### config.mk
export PLATFORM = sky130hd
export DESIGN_NAME = msx_bank_mapper_gen
export DESIGN_NICKNAME = d
export VERILOG_FILES = /design/src/rtl/msx_bank_mapper_gen.sv
export SDC_FILE = /design/constraint.sdc
export NUM_CORES = 1
export LEC_CHECK = 0
export ABC_AREA = 0
export BUFFER_PORTS_ARGS = -buffer_cell sky130_fd_sc_hd__buf_2
export CORE_MARGIN = 4
export CORE_UTILIZATION = 30
export CTS_BUF_LIST = sky130_fd_sc_hd__clkbuf_16
export CTS_CLUSTER_SIZE = 30
export DETAILED_ROUTE_END_ITERATION = 16
export PLACE_DENSITY = 0.52
export SLEW_MARGIN = 25
export SYNTH_ARGS = -nofsm -noshare
export SYNTH_HDL_FRONTEND = slang
export SYNTH_SLANG_ARGS = --single-unit
### constraint.sdc
create_clock -name SLT_CLOCK -period 3.25 [get_ports SLT_CLOCK]
set_input_delay 0.1625 -clock SLT_CLOCK [delete_from_list [all_inputs] [get_ports SLT_CLOCK]]
set_output_delay 0.1625 -clock SLT_CLOCK [all_outputs]
set_load 0.02 [all_outputs]
### src/rtl/msx_bank_mapper_gen.sv
`default_nettype none
// +----------------------------------------------------------------------------+
// | msx_bank_mapper_gen                                                        |
// | MSX cartridge mapper: four 8 KB windows, delayed bank commits, JEDEC       |
// | program tracking. Optional MRAM window selected by macro MRAM_EN.          |
// | Revision: 1.0                                                              |
// +----------------------------------------------------------------------------+
module msx_bank_mapper_gen #(
  parameter int BANK_BITS    = 4,
  parameter int COMMIT_DELAY = 1,
  parameter int BUSY_CYCLES  = 12,
  parameter int BANK0_WR     = 0
) (
  input  logic                 SLT_CLOCK,
  input  logic                 SLT_RESET,
  input  logic                 SLT_SLTSL,
  input  logic                 SLT_WEn,
  input  logic                 SLT_RDn,
  input  logic [3:0]           SLT_A,
  input  logic [7:0]           SLT_D,
  input  logic                 SW_ROMenable,
  output logic [BANK_BITS-1:0] ROM_BA,
  output logic                 ROM_CEn,
  output logic                 ROM_OEn,
  output logic                 ROM_WEn,
  output logic                 FRAM_CEn,
  output logic                 ROM_BUSY
);

  localparam logic [2:0] c_delay = 3'(COMMIT_DELAY);
  localparam logic [7:0] c_busy  = 8'(BUSY_CYCLES);
  localparam logic       c_b0_wr = (BANK0_WR != 0);

  typedef enum logic [2:0] {
    S_IDLE = 3'd0,
    S_U1   = 3'd1,
    S_U2   = 3'd2,
    S_PGM  = 3'd3,
    S_BUSY = 3'd4
  } flash_state_t;

  flash_state_t         r_state, w_state_nx;
  logic [7:0]           r_bcnt, w_bcnt_nx;
  logic                 r_wr_d;
  logic [BANK_BITS-1:0] r_bank [4];
  logic                 r_pend;
  logic [BANK_BITS-1:0] r_pend_val;
  logic [1:0]           r_pend_win;
  logic [2:0]           r_dcnt;
  logic                 r_flash_mode;
  logic                 w_ram_sel;
  logic                 w_ramhit;

  logic       w_sel, w_wr, w_wr_rise, w_inwin, w_ctl, w_win_ok, w_capture;
  logic       w_busy, w_fsm_wr;
  logic [1:0] w_win;
  logic       w_unused_bits;

  assign w_sel     = ~SLT_SLTSL & SW_ROMenable;
  assign w_wr      = w_sel & ~SLT_WEn;
  assign w_wr_rise = w_wr & ~r_wr_d;
  // 4000h-BFFFh: A15^A14 set; window index is {A15, A13}
  assign w_inwin   = SLT_A[3] ^ SLT_A[2];
  assign w_win     = {SLT_A[3], SLT_A[1]};
  assign w_ctl     = ~SLT_A[0];
  assign w_win_ok  = (w_win != 2'd0) | (c_b0_wr & ~r_flash_mode);
  assign w_capture = w_wr_rise & w_inwin & w_ctl & w_win_ok;
  assign w_busy    = (r_state == S_BUSY);
  assign w_fsm_wr  = w_wr_rise & w_inwin & (w_win == 2'd0) & r_flash_mode;
  assign w_unused_bits = ^{SLT_D};

  always_ff @(posedge SLT_CLOCK) begin
    if (SLT_RESET) begin
      r_wr_d       <= 1'b0;
      r_pend       <= 1'b0;
      r_pend_val   <= '0;
      r_pend_win   <= 2'd0;
      r_dcnt       <= 3'd0;
      r_flash_mode <= 1'b0;
      for (int i = 0; i < 4; i++) r_bank[i] <= BANK_BITS'(i);
    end else begin
      r_wr_d <= w_wr;
      if (w_capture) begin
        // zero delay commits on the capture edge unless the Flash is busy
        if ((c_delay == 3'd0) && !w_busy) begin
          r_bank[w_win] <= SLT_D[BANK_BITS-1:0];
          r_pend        <= 1'b0;
        end else begin
          r_pend <= 1'b1;
        end
        r_pend_val <= SLT_D[BANK_BITS-1:0];
        r_pend_win <= w_win;
        r_dcnt     <= c_delay;
        if (w_win == 2'd3) r_flash_mode <= SLT_D[7];
      end else if (r_pend && !w_busy && (r_dcnt <= 3'd1)) begin
        r_bank[r_pend_win] <= r_pend_val;
        r_pend             <= 1'b0;
        r_dcnt             <= 3'd0;
      end else if (!w_busy && (r_dcnt != 3'd0)) begin
        r_dcnt <= r_dcnt - 3'd1;
      end
    end
  end

`ifdef MRAM_EN
  logic r_ram_sel;
  always_ff @(posedge SLT_CLOCK) begin
    if (SLT_RESET)
      r_ram_sel <= 1'b0;
    else if (w_capture && (w_win == 2'd3))
      r_ram_sel <= SLT_D[6];
  end
  assign w_ram_sel = r_ram_sel;
  // writes to the A000h-AFFFh control region never reach MRAM
  assign w_ramhit  = w_ram_sel & w_inwin & (w_win == 2'd3) & (SLT_A[0] | SLT_WEn);
  assign ROM_CEn   = ~w_sel | ~w_inwin | w_ramhit;
  assign FRAM_CEn  = ~(w_sel & w_ramhit);
`else
  assign w_ram_sel = 1'b0;
  assign w_ramhit  = w_ram_sel;
  assign ROM_CEn   = ~w_sel | ~w_inwin;
  assign FRAM_CEn  = 1'b1 | w_ramhit;
`endif

  assign ROM_WEn  = SLT_WEn;
  assign ROM_OEn  = SLT_RDn | ~w_inwin;
  assign ROM_BUSY = w_busy;

  always_comb begin
    ROM_BA = '0;
    if (w_inwin) begin
      if (r_flash_mode && (w_win == 2'd0))
        ROM_BA = SLT_A[0] ? BANK_BITS'(2) : BANK_BITS'(1);
      else
        ROM_BA = r_bank[w_win];
    end
  end

  always_ff @(posedge SLT_CLOCK) begin
    if (SLT_RESET) begin
      r_state <= S_IDLE;
      r_bcnt  <= 8'd0;
    end else begin
      r_state <= w_state_nx;
      r_bcnt  <= w_bcnt_nx;
    end
  end

  always_comb begin
    w_state_nx = r_state;
    w_bcnt_nx  = r_bcnt;
    if ((r_state != S_IDLE) && !r_flash_mode) begin
      w_state_nx = S_IDLE;
      w_bcnt_nx  = 8'd0;
    end else begin
      case (r_state)
        S_IDLE: if (w_fsm_wr && (SLT_D == 8'hAA) && (SLT_A == 4'h5)) w_state_nx = S_U1;
        S_U1:   if (w_fsm_wr) w_state_nx = ((SLT_D == 8'h55) && (SLT_A == 4'h4)) ? S_U2 : S_IDLE;
        S_U2:   if (w_fsm_wr) w_state_nx = (SLT_D == 8'hA0) ? S_PGM : S_IDLE;
        S_PGM: begin
          // the program data write may land in any window
          if (w_wr_rise && w_inwin) begin
            w_state_nx = S_BUSY;
            w_bcnt_nx  = c_busy;
          end
        end
        S_BUSY: begin
          if (r_bcnt <= 8'd1) begin
            w_state_nx = S_IDLE;
            w_bcnt_nx  = 8'd0;
          end else begin
            w_bcnt_nx = r_bcnt - 8'd1;
          end
        end
        default: w_state_nx = S_IDLE;
      endcase
    end
  end

endmodule
`default_nettype wire

Word-level counts from Yosys, hierarchy flattened. Memories as Yosys holds them, arrays and structs flattened. Cells that the tools add are included.

Register bits: 23. Latch bits: 0. Memory bits (writable): 16. Bits in read-only memories: 0. Bits of input ports: 18. Output and inout port bits: 9. Logic and storage cells: 99. Memories: 1.

$add $sub $neg: 2. Multipliers: 0. Divide/modulo/power cells: 0. Order comparisons: 2. Eq/ne operators: 15. Shifts and indexed selects: 0. Mux-type cells: 28. Bitwise operators: 17. Reductions and logical operators: 25.

Memories: r_bank (words 4, bits a word 4, read ports 1, clocked after memory_dff 0, write ports 4, RTL line 45) `logic [BANK_BITS-1:0] r_bank [4];`.

Operators by type and width (count): $eq A8 B8 Y1 const B (2); $mux W8 (2); $pmux W8 S2 (1); $mux W3 (5); $pmux W3 S5 (1); $mux W1 (12); $mux W4 (3); $logic_and A1 B1 Y1 (9); $reduce_bool A3 Y1 (3); $and A1 B1 Y1 (8); $eq A4 B3 Y1 const B (2); $eq A8 B7 Y1 const B (1); $le A8 B1 Y1 const B (1); $mux W2 (4); $ne A2 B2 Y1 const B (4); $sub A8 B1 Y8 const B (1); $eq A3 B2 Y1 const B (2); $not A1 Y1 (6); $reduce_bool A2 Y1 (3); $reduce_and A5 Y1 (1); $reduce_and A2 Y1 (2); $reduce_or A4 Y1 (1); $eq A3 B1 Y1 const B (1); $eq A3 B3 Y1 const B (1); 11 further kinds (13).

Logic depth before layout (Yosys ltp). Gate-level depths: netlist (run 1).

Depth in word-level cells: 12. Mapped depth: 10. Mapped depth without buffers: 7.

Worst setup path before layout (run 1). Ideal clock, no wire load.

Path kind: in2reg. Start point: input port SLT_A[3]. End point: memory r_bank[1][0] (enable). Setup time: 0.263 ns. Arrival time: 2.223 ns. Required time: 2.987 ns. Setup slack: 0.764 ns. Stages on the path: 9. Path buffers: 2. Path through: clkbuf_1 > inv_1 > ha_1 > or3b_1 > buf_2 > nor4b_2 > or3_1 > nor3b_2 > or2_1.

RTL lines: from (decl) (RTL line 19) `input logic [3:0] SLT_A,`; to (decl) (RTL line 45).

==> results of run 1 <==
power breakdown:
| part | switching (uW) | internal [uW] | leakage, uW |
|---|---|---|---|
| logic | 110 | 81.0 | 0.000496 |
| registers | 15.5 | 535 | 0.000337 |
| clock network | 183 | 358 | 0.0000812 |
per-layer routing:
layer	vias to the layer above	global-route usage, %	part of all wire (%)
met2	37	17.8	44
li1	857	-	-
met1	767	17.8	50
met4	0	5.07	1.2
met3	4	2.79	5.0
met5	-	0	0
sequential cells by signal, summed over array words and instances, names as in the netlist:
register,flops
r_flash_mode,1
r_pend_win,2
r_pend,1
r_bank,16
r_state,3
r_pend_val,4
r_bcnt,8
r_wr_d,1
r_dcnt,3
worst reg2reg max path, cell delays in order, from the launching register on:
cell and delay, ns:
dfxtp_1 0.51, or3b_2 0.27, o2111ai_1 0.29, or3_1 0.51, nor3b_2 0.29, or2_1 0.23
path summary, 6_finish.rpt:
path,depth (start not counted),from,to
setup reg to reg,5,r_state[1],r_bank[1][3]
hold / removal,2,SLT_SLTSL,r_wr_d
setup / recovery,5,r_state[1],r_bank[1][3]
hold reg to reg,2,r_bcnt[7],r_bcnt[7]
final cells by class:
type                            instances  area (um^2)
Fill cell                             737         4350
Multi-Input combinational cell        168         1090
Sequential cell                        39          941
Timing Repair Buffer                   26          133
Clock buffer                            5          125
Tap cell                               96          120
Clock inverter                          3         38.8
Inverter                                8         30.0
stage by stage:
step                worst slack [ns]  power, uW  util (%)  cell area (um^2)  hold slack (ns)
floorplan                      0.764        705         -              2110            0.239
global placement               0.822        752      33.9              2310            0.349
detailed placement             0.758        752      33.9              2310            0.347
CTS                            0.877       1300      36.3              2480           0.0581
global route                   0.716       1350      36.3              2480           0.0757
finish                         0.846       1280      36.3              2480           0.0627
cell families after synthesis:
group	count (synthesis)
AND/OR/NAND/NOR	113
AO/OA/AOI/OAI	41
flip-flops	39
buffers and inverters	18
adder cells (fa/ha/maj)	6
multiplexers	5
XOR/XNOR	2
other	1
cell usage after synthesis (3+ instances only):
cell type	count
inv_1	6
a21oi_1	24
nor3_1	10
nand2b_1	7
nor3b_1	4
buf_2	3
edfxtp_1	16
clkbuf_1	4
nor4b_1	3
dfxtp_1	23
nand4_1	3
and2_1	13
or2_1	3
or3_1	5
nor2_1	24
mux4_2	3
nand2_1	21
ha_1	6
==> impl_metrics.py, run 1 <==
metrics = {
    "clock_tree": {
        "cts_buffers": 5,
        "post-cts-setup-buffers": 0,
        "numClockSinks": 39,
        "worstSkewPairLatency_ns": 0.28,
        "clk_root_buffer_cell": "clkbuf_16",
        "cts-root-to-sink-buffers": 2,
        "cts-hold-fix-buffers": 0,
        "cts_max_level": 2,
        "clk_pin_slew_worst_paths_ns": 0.06,
        "cts_tree": "yes",
        "ctsResizeCount": 0,
    },
    "finish": {
        "share_of_final_layout_standard_cells_stronger_than_drive_strength_1_pct": 18.5,
        "final_stage_net_count": 272,
        "mostFrequentLayoutCells": "25 x buf_2, 24 x nor2_1, 24 x a21oi_1, 23 x dfxtp_1, 21 x nand2_1",
        "final-instance-count-excl-fill": 345,
        "layout.cells.most_common": "buf_2",
        "layout-area-overhead-vs-synth_pct": 17.4,
        "antenna-diode-count": 0,
    },
    "drt": {
        "antenna_violating_nets_post_route": 0,
        "routed_wire_length_per_instance_um": 14.1,
        "vias_per_cell": 4.83,
        "first_iter_violations": 82,
        "postRouteWirelength_um": 4880,
        "vias": 1665,
        "drt_pre_antenna_iters": 4,
        "drc": 0,
    },
    "die": {
        "std_cell_rows": 30,
        "dieHeight_um": 91.9,
        "coreArea_um2": 6830,
        "die_x_um": 91.9,
        "initial_utilization_pct": 30.9,
        "pin_count": 27,
        "design.die.area_um2": 8440,
    },
    "critical_path": {
        "slowest_stage_delay_on_critical_path_ns": 0.51,
        "critPathArrivalTime_ns": 2.38,
        "number_of_buffers_and_inverters_on_the_critical_path": 0,
        "cell_with_the_largest_stage_delay_on_the_worst_path": "dfxtp_1",
        "timing.critical_path.from_type": "flip-flop",
        "r2r_setup_slack_ns": 0.85,
        "worst_path_max_fanout": 10,
        "cell_class_contributing_the_biggest_share_of_worst_path_delay": "simple AND/OR/NAND/NOR gates",
        "path_class": "flip-flop to flip-flop",
        "worstPathRequired_ns": 3.23,
        "worstPathCellList": "or3b_2, o2111ai_1, or3_1, nor3b_2, or2_1",
        "critPathCaptureType": "flip-flop",
    },
    "synthesis": {
        "synth_simple_gate_area_share_pct": 30.3,
        "yosys_warnings": 0,
        "synthesis.nets": 249,
        "synth.yosys.seq_area_share_pct": 44.6,
        "xor_xnor_fraction_of_synth_area_pct": 0.830,
        "yosys_register_bits": 39,
        "synth_top_area_cell": "edfxtp_1",
        "yosysUniqueCellTypes": 52,
        "syn-instance-count": 225,
        "synth.area.top_cells": "edfxtp_1 23%, dfxtp_1 22%, a21oi_1 5.7%, nor2_1 4.3%, and2_1 3.9%",
        "synthAdderAreaFrac_pct": 3.56,
        "ys.flop_type": "dfxtp_1",
        "syn_area_um2": 2110,
        "synth_top_cell_area_share_pct": 22.8,
        "synthMuxAreaShare_pct": 4.15,
        "synth_compound_gate_area_share_pct": 12.6,
        "synth_enable_flop_cells": 16,
        "async_flop_share_pct": 0,
        "synth_area_per_cell_um2": 9.38,
        "synth_top_family_by_area": "simple AND/OR/NAND/NOR gates",
    },
    "sta": {
        "final.setup.tns_ns": 0,
        "layout_worst_path_cycle_share_pct": 74.0,
        "rsz_0062_raised_after_global_routing": "false",
        "setup_viol_count_final": 0,
        "timing.slew.headroom_pct": 41.7,
        "timing.fmax_mhz": 416,
        "period_minus_slack_ns": 2.40,
        "fin_skew_ns": 0.00377,
        "final_max_slew_viol_count": 0,
        "timing.final.hold_violations": 0,
        "tightest_slew_ns": 0.873,
    },
    "grt": {
        "via_count_of_the_first_global_routing_pass": 1584,
        "grt_start_max_net_pins": 19,
        "antenna_found_initial": 0,
        "overflow": 0,
        "first_pass_grt_wire_length_um": 8130,
        "global_route.usage.total_pct": 12.4,
    },
    "place": {
        "io_buffer_count": 25,
        "globalplace.congestion": 0.758,
        "place_inst": 337,
        "hpwl_um": 3670,
    },
    "pwr": {
        "pwr_density_cell_nw_per_um2": 517,
        "ir_worst_vdd_mv": 0.177,
        "static-leakage-power_uw": 0.000914,
    },
    "outcome": {
        "outcome": "complete, no violations",
    },
    "run": {
        "max_cap_violations": 0,
    },
    "worst_hold_path": {
        "type_of_the_most_critical_hold_path": "primary input to flip-flop",
    },
}
(Power assumes the default switching activity.)
==> inputs of run 2 (changes only) <==
--- a/config.mk
+++ b/config.mk
@@ -5,7 +5,7 @@
 export SDC_FILE = /design/constraint.sdc
 export NUM_CORES = 1
 export LEC_CHECK = 0
-export ABC_AREA = 0
+export ABC_AREA = 1
 export BUFFER_PORTS_ARGS = -buffer_cell sky130_fd_sc_hd__buf_2
 export CORE_MARGIN = 4
 export CORE_UTILIZATION = 30
==> constraint.sdc (replaced) <==
create_clock -name SLT_CLOCK -period 2.23 [get_ports SLT_CLOCK]
set_input_delay 0.1115 -clock SLT_CLOCK [delete_from_list [all_inputs] [get_ports SLT_CLOCK]]
set_output_delay 0.1115 -clock SLT_CLOCK [all_outputs]
set_load 0.02 [all_outputs]
==> run 2 against run 1 <==
Global-route usage shrank 0.51 points. Clock skew is essentially flat. Critical path depth grew 1. Total power grew 43%. Non-clock buffer count is the same. Clock power grew 24%. Register-to-register slack lost 0.45 ns. Combinational power grew 91%. Core utilization grew 0.33 points. Sequential power grew 46%. Count of clock-buffer cells in the layout is the same. Synthesized area grew 2.7%. Critical path type unchanged. Largest power group unchanged. Highest routed layer unchanged.
==> impl_metrics.py, run 2 <==
metrics = {
    "clock_tree": {
        "ctsResizeCount": 0,
        "clk_pin_slew_worst_paths_ns": 0.06,
        "cts-root-to-sink-buffers": 2,
        "cts_max_level": 2,
        "cts_tree": "yes",
        "cts-hold-fix-buffers": 0,
        "clk_root_buffer_cell": "clkbuf_16",
        "cts_buffers": 5,
        "post-cts-setup-buffers": 0,
        "numClockSinks": 39,
        "worstSkewPairLatency_ns": 0.27,
    },
    "die": {
        "initial_utilization_pct": 31.4,
        "pin_count": 27,
        "dieHeight_um": 93.0,
        "coreArea_um2": 6910,
        "design.die.area_um2": 8650,
        "std_cell_rows": 30,
        "die_x_um": 93.0,
    },
    "grt": {
        "overflow": 0,
        "via_count_of_the_first_global_routing_pass": 1739,
        "first_pass_grt_wire_length_um": 8180,
        "global_route.usage.total_pct": 11.9,
        "antenna_found_initial": 0,
        "grt_start_max_net_pins": 14,
    },
    "drt": {
        "first_iter_violations": 68,
        "routed_wire_length_per_instance_um": 11.7,
        "drc": 0,
        "postRouteWirelength_um": 4920,
        "vias": 1884,
        "vias_per_cell": 4.50,
        "drt_pre_antenna_iters": 4,
        "antenna_violating_nets_post_route": 0,
    },
    "synthesis": {
        "ys.flop_type": "dfxtp_1",
        "yosys_register_bits": 39,
        "synthesis.nets": 319,
        "syn-instance-count": 295,
        "syn_area_um2": 2170,
        "yosysUniqueCellTypes": 32,
        "yosys_warnings": 0,
        "synth_enable_flop_cells": 16,
        "synth.area.top_cells": "edfxtp_1 22%, dfxtp_1 21%, nor2_1 9.3%, nand2_1 8.3%, inv_1 7.1%",
        "async_flop_share_pct": 0,
        "synth_top_area_cell": "edfxtp_1",
        "synth_area_per_cell_um2": 7.35,
        "synth.cells.most_frequent": "54 x nor2_1, 48 x nand2_1, 41 x inv_1",
        "synth.most_common_cell": "nor2_1",
        "synth_top_cell_area_share_pct": 22.2,
        "synth.yosys.seq_area_share_pct": 43.4,
    },
    "sta": {
        "period_minus_slack_ns": 1.84,
        "timing.final.ws_setup_ns": 0.393,
        "layout_worst_path_cycle_share_pct": 82.4,
        "final_max_slew_viol_count": 0,
        "timing.final.hold_violations": 0,
        "tightest_slew_ns": 0.628,
        "timing.slew.headroom_pct": 57.8,
        "final.setup.tns_ns": 0,
        "rsz_0062_raised_after_global_routing": "false",
        "setup_viol_count_final": 0,
        "timing.fmax_mhz": 544,
        "fin_skew_ns": 0.00370,
    },
    "place": {
        "postPlaceCellArea_um2": 2390,
        "io_buffer_count": 25,
        "hpwl_um": 3930,
        "globalplace.congestion": 0.800,
        "pre_cts_ws_ns": 0.0812,
    },
    "critical_path": {
        "timing.critical_path.from_type": "flip-flop",
        "reg2regPathDepth": 6,
        "worst_path_max_fanout": 5,
        "critPathCaptureType": "flip-flop",
        "worstPathRequired_ns": 2.14,
        "setup.worst_path.start": "r_state[0]",
        "crit-reg2reg-launch": "r_state[0]",
        "path_class": "flip-flop to flip-flop",
        "r2r_setup_slack_ns": 0.39,
        "critPathArrivalTime_ns": 1.75,
        "r2r_end": "r_bank[3][1]",
    },
    "finish": {
        "final_cell_area_um2": 2530,
        "share_of_final_layout_standard_cells_stronger_than_drive_strength_1_pct": 17.0,
        "final_stage_net_count": 346,
        "largest_registers": "r_bank (16), r_bcnt (8), r_pend_val (4)",
        "antenna-diode-count": 0,
        "layout-area-overhead-vs-synth_pct": 16.6,
        "layout.cells.most_common": "nor2_1",
        "registers.top_by_ff_count": "r_bank",
        "total_of_fill_cells_in_the_finished_design": 762,
        "mostFrequentLayoutCells": "54 x nor2_1, 48 x nand2_1, 41 x inv_1, 25 x buf_2, 23 x dfxtp_1",
        "flip_flop_count_of_the_largest_register_after_layout": 16,
    },
    "worst_hold_path": {
        "type_of_the_most_critical_hold_path": "primary input to flip-flop",
        "whs_endpoint": "r_flash_mode",
        "hold_path.startpoint": "SLT_D[7]",
        "min_delay_path_depth": 3,
    },
    "pwr": {
        "pwr_density_cell_nw_per_um2": 726,
        "static-leakage-power_uw": 0.00105,
        "power_after_layout_uw": 1840,
        "ir_worst_vdd_mv": 0.270,
    },
    "run": {
        "max_cap_violations": 0,
    },
    "outcome": {
        "outcome": "complete, no violations",
    },
}
-- run 2: changes by cell type after synthesis, sizes merged, moves of 5 or more --
cell / previous run / this run
and2: 13 / 0
inv: 8 / 46
nand2: 21 / 52
nand2b: 7 / 0
nand3: 2 / 20
nor2: 24 / 61
nor3b: 6 / 0
o21ai: 3 / 21
or3: 5 / 0
-- run 2: where the power goes --
group	leakage, uW	switching [uW]	internal, uW	total [uW]
clock	0.0000649	264	406	669
sequential	0.000337	21.2	782	804
combinational	0.000652	231	132	364
total	0.00105	516	1320	1840
-- run 2: through the flow --
step | cells | hold slack (ns) | util (%)
after CTS | 419 | 0.113 | 36.6
after floorplan | 295 | 0.184 | -
after global routing | 419 | 0.151 | 36.6
after global placement | 411 | 0.389 | 34.6
final | 419 | 0.106 | 36.6
after detailed placement | 411 | 0.397 | 34.6
-- run 2: worst max-delay path, cell delays in order (launching register included) --
cell	delay, ns
dfxtp_1	0.40
nor2_1	0.10
nand2_2	0.12
nand3_2	0.08
nor2_2	0.11
nand2_2	0.12
o31ai_1	0.55
-- run 2: how the worst max path moves through the flow --
stage                         endpoint  slack (ns)  cells past startpoint
after floorplan           r_bank[3][0]        0.39                      9
after detailed placement  r_bank[3][1]        0.08                      9
after global placement    r_bank[3][1]        0.21                      9
after global routing      r_bank[3][1]        0.22                      9
after CTS                 r_bank[3][2]        0.37                      9
final                     r_bank[3][1]        0.39                      6
-- run 2: metal layers --
| layer | vias up | routed length (um) | GRT usage (%) |
|---|---|---|---|
| li1 | 1001 | - | - |
| met1 | 840 | 2540 | 16.6 |
| met2 | 41 | 2050 | 18.2 |
| met3 | 2 | 296 | 2.65 |
| met4 | 0 | 35 | 3.66 |
| met5 | - | 0 | 0 |
-- run 2: area by class of cell --
| class | count | area, um^2 | area share, % |
|---|---|---|---|
| inverters | 46 | 173 | 6.83 |
| clock inverters | 3 | 15.0 | 0.594 |
| multi-input cells | 204 | 1020 | 40.4 |
| flip-flops and latches | 39 | 941 | 37.2 |
| well taps | 96 | 120 | 4.75 |
| repair buffers | 26 | 133 | 5.24 |
| clock buffers | 5 | 125 | 4.95 |
-- run 2: cell families (layout without fill, tap and decap cells) --
group           Yosys count  after routing  synth area share (%)
flops                    39             39                  43.4
simple gates            145            145                  30.4
xor+xnor                  1              1                 0.404
compound gates           51             51                  12.8
other cells               1              1                 0.173
buf+inv                  52             80                  9.46
fa+ha+maj                 6              6                  3.46
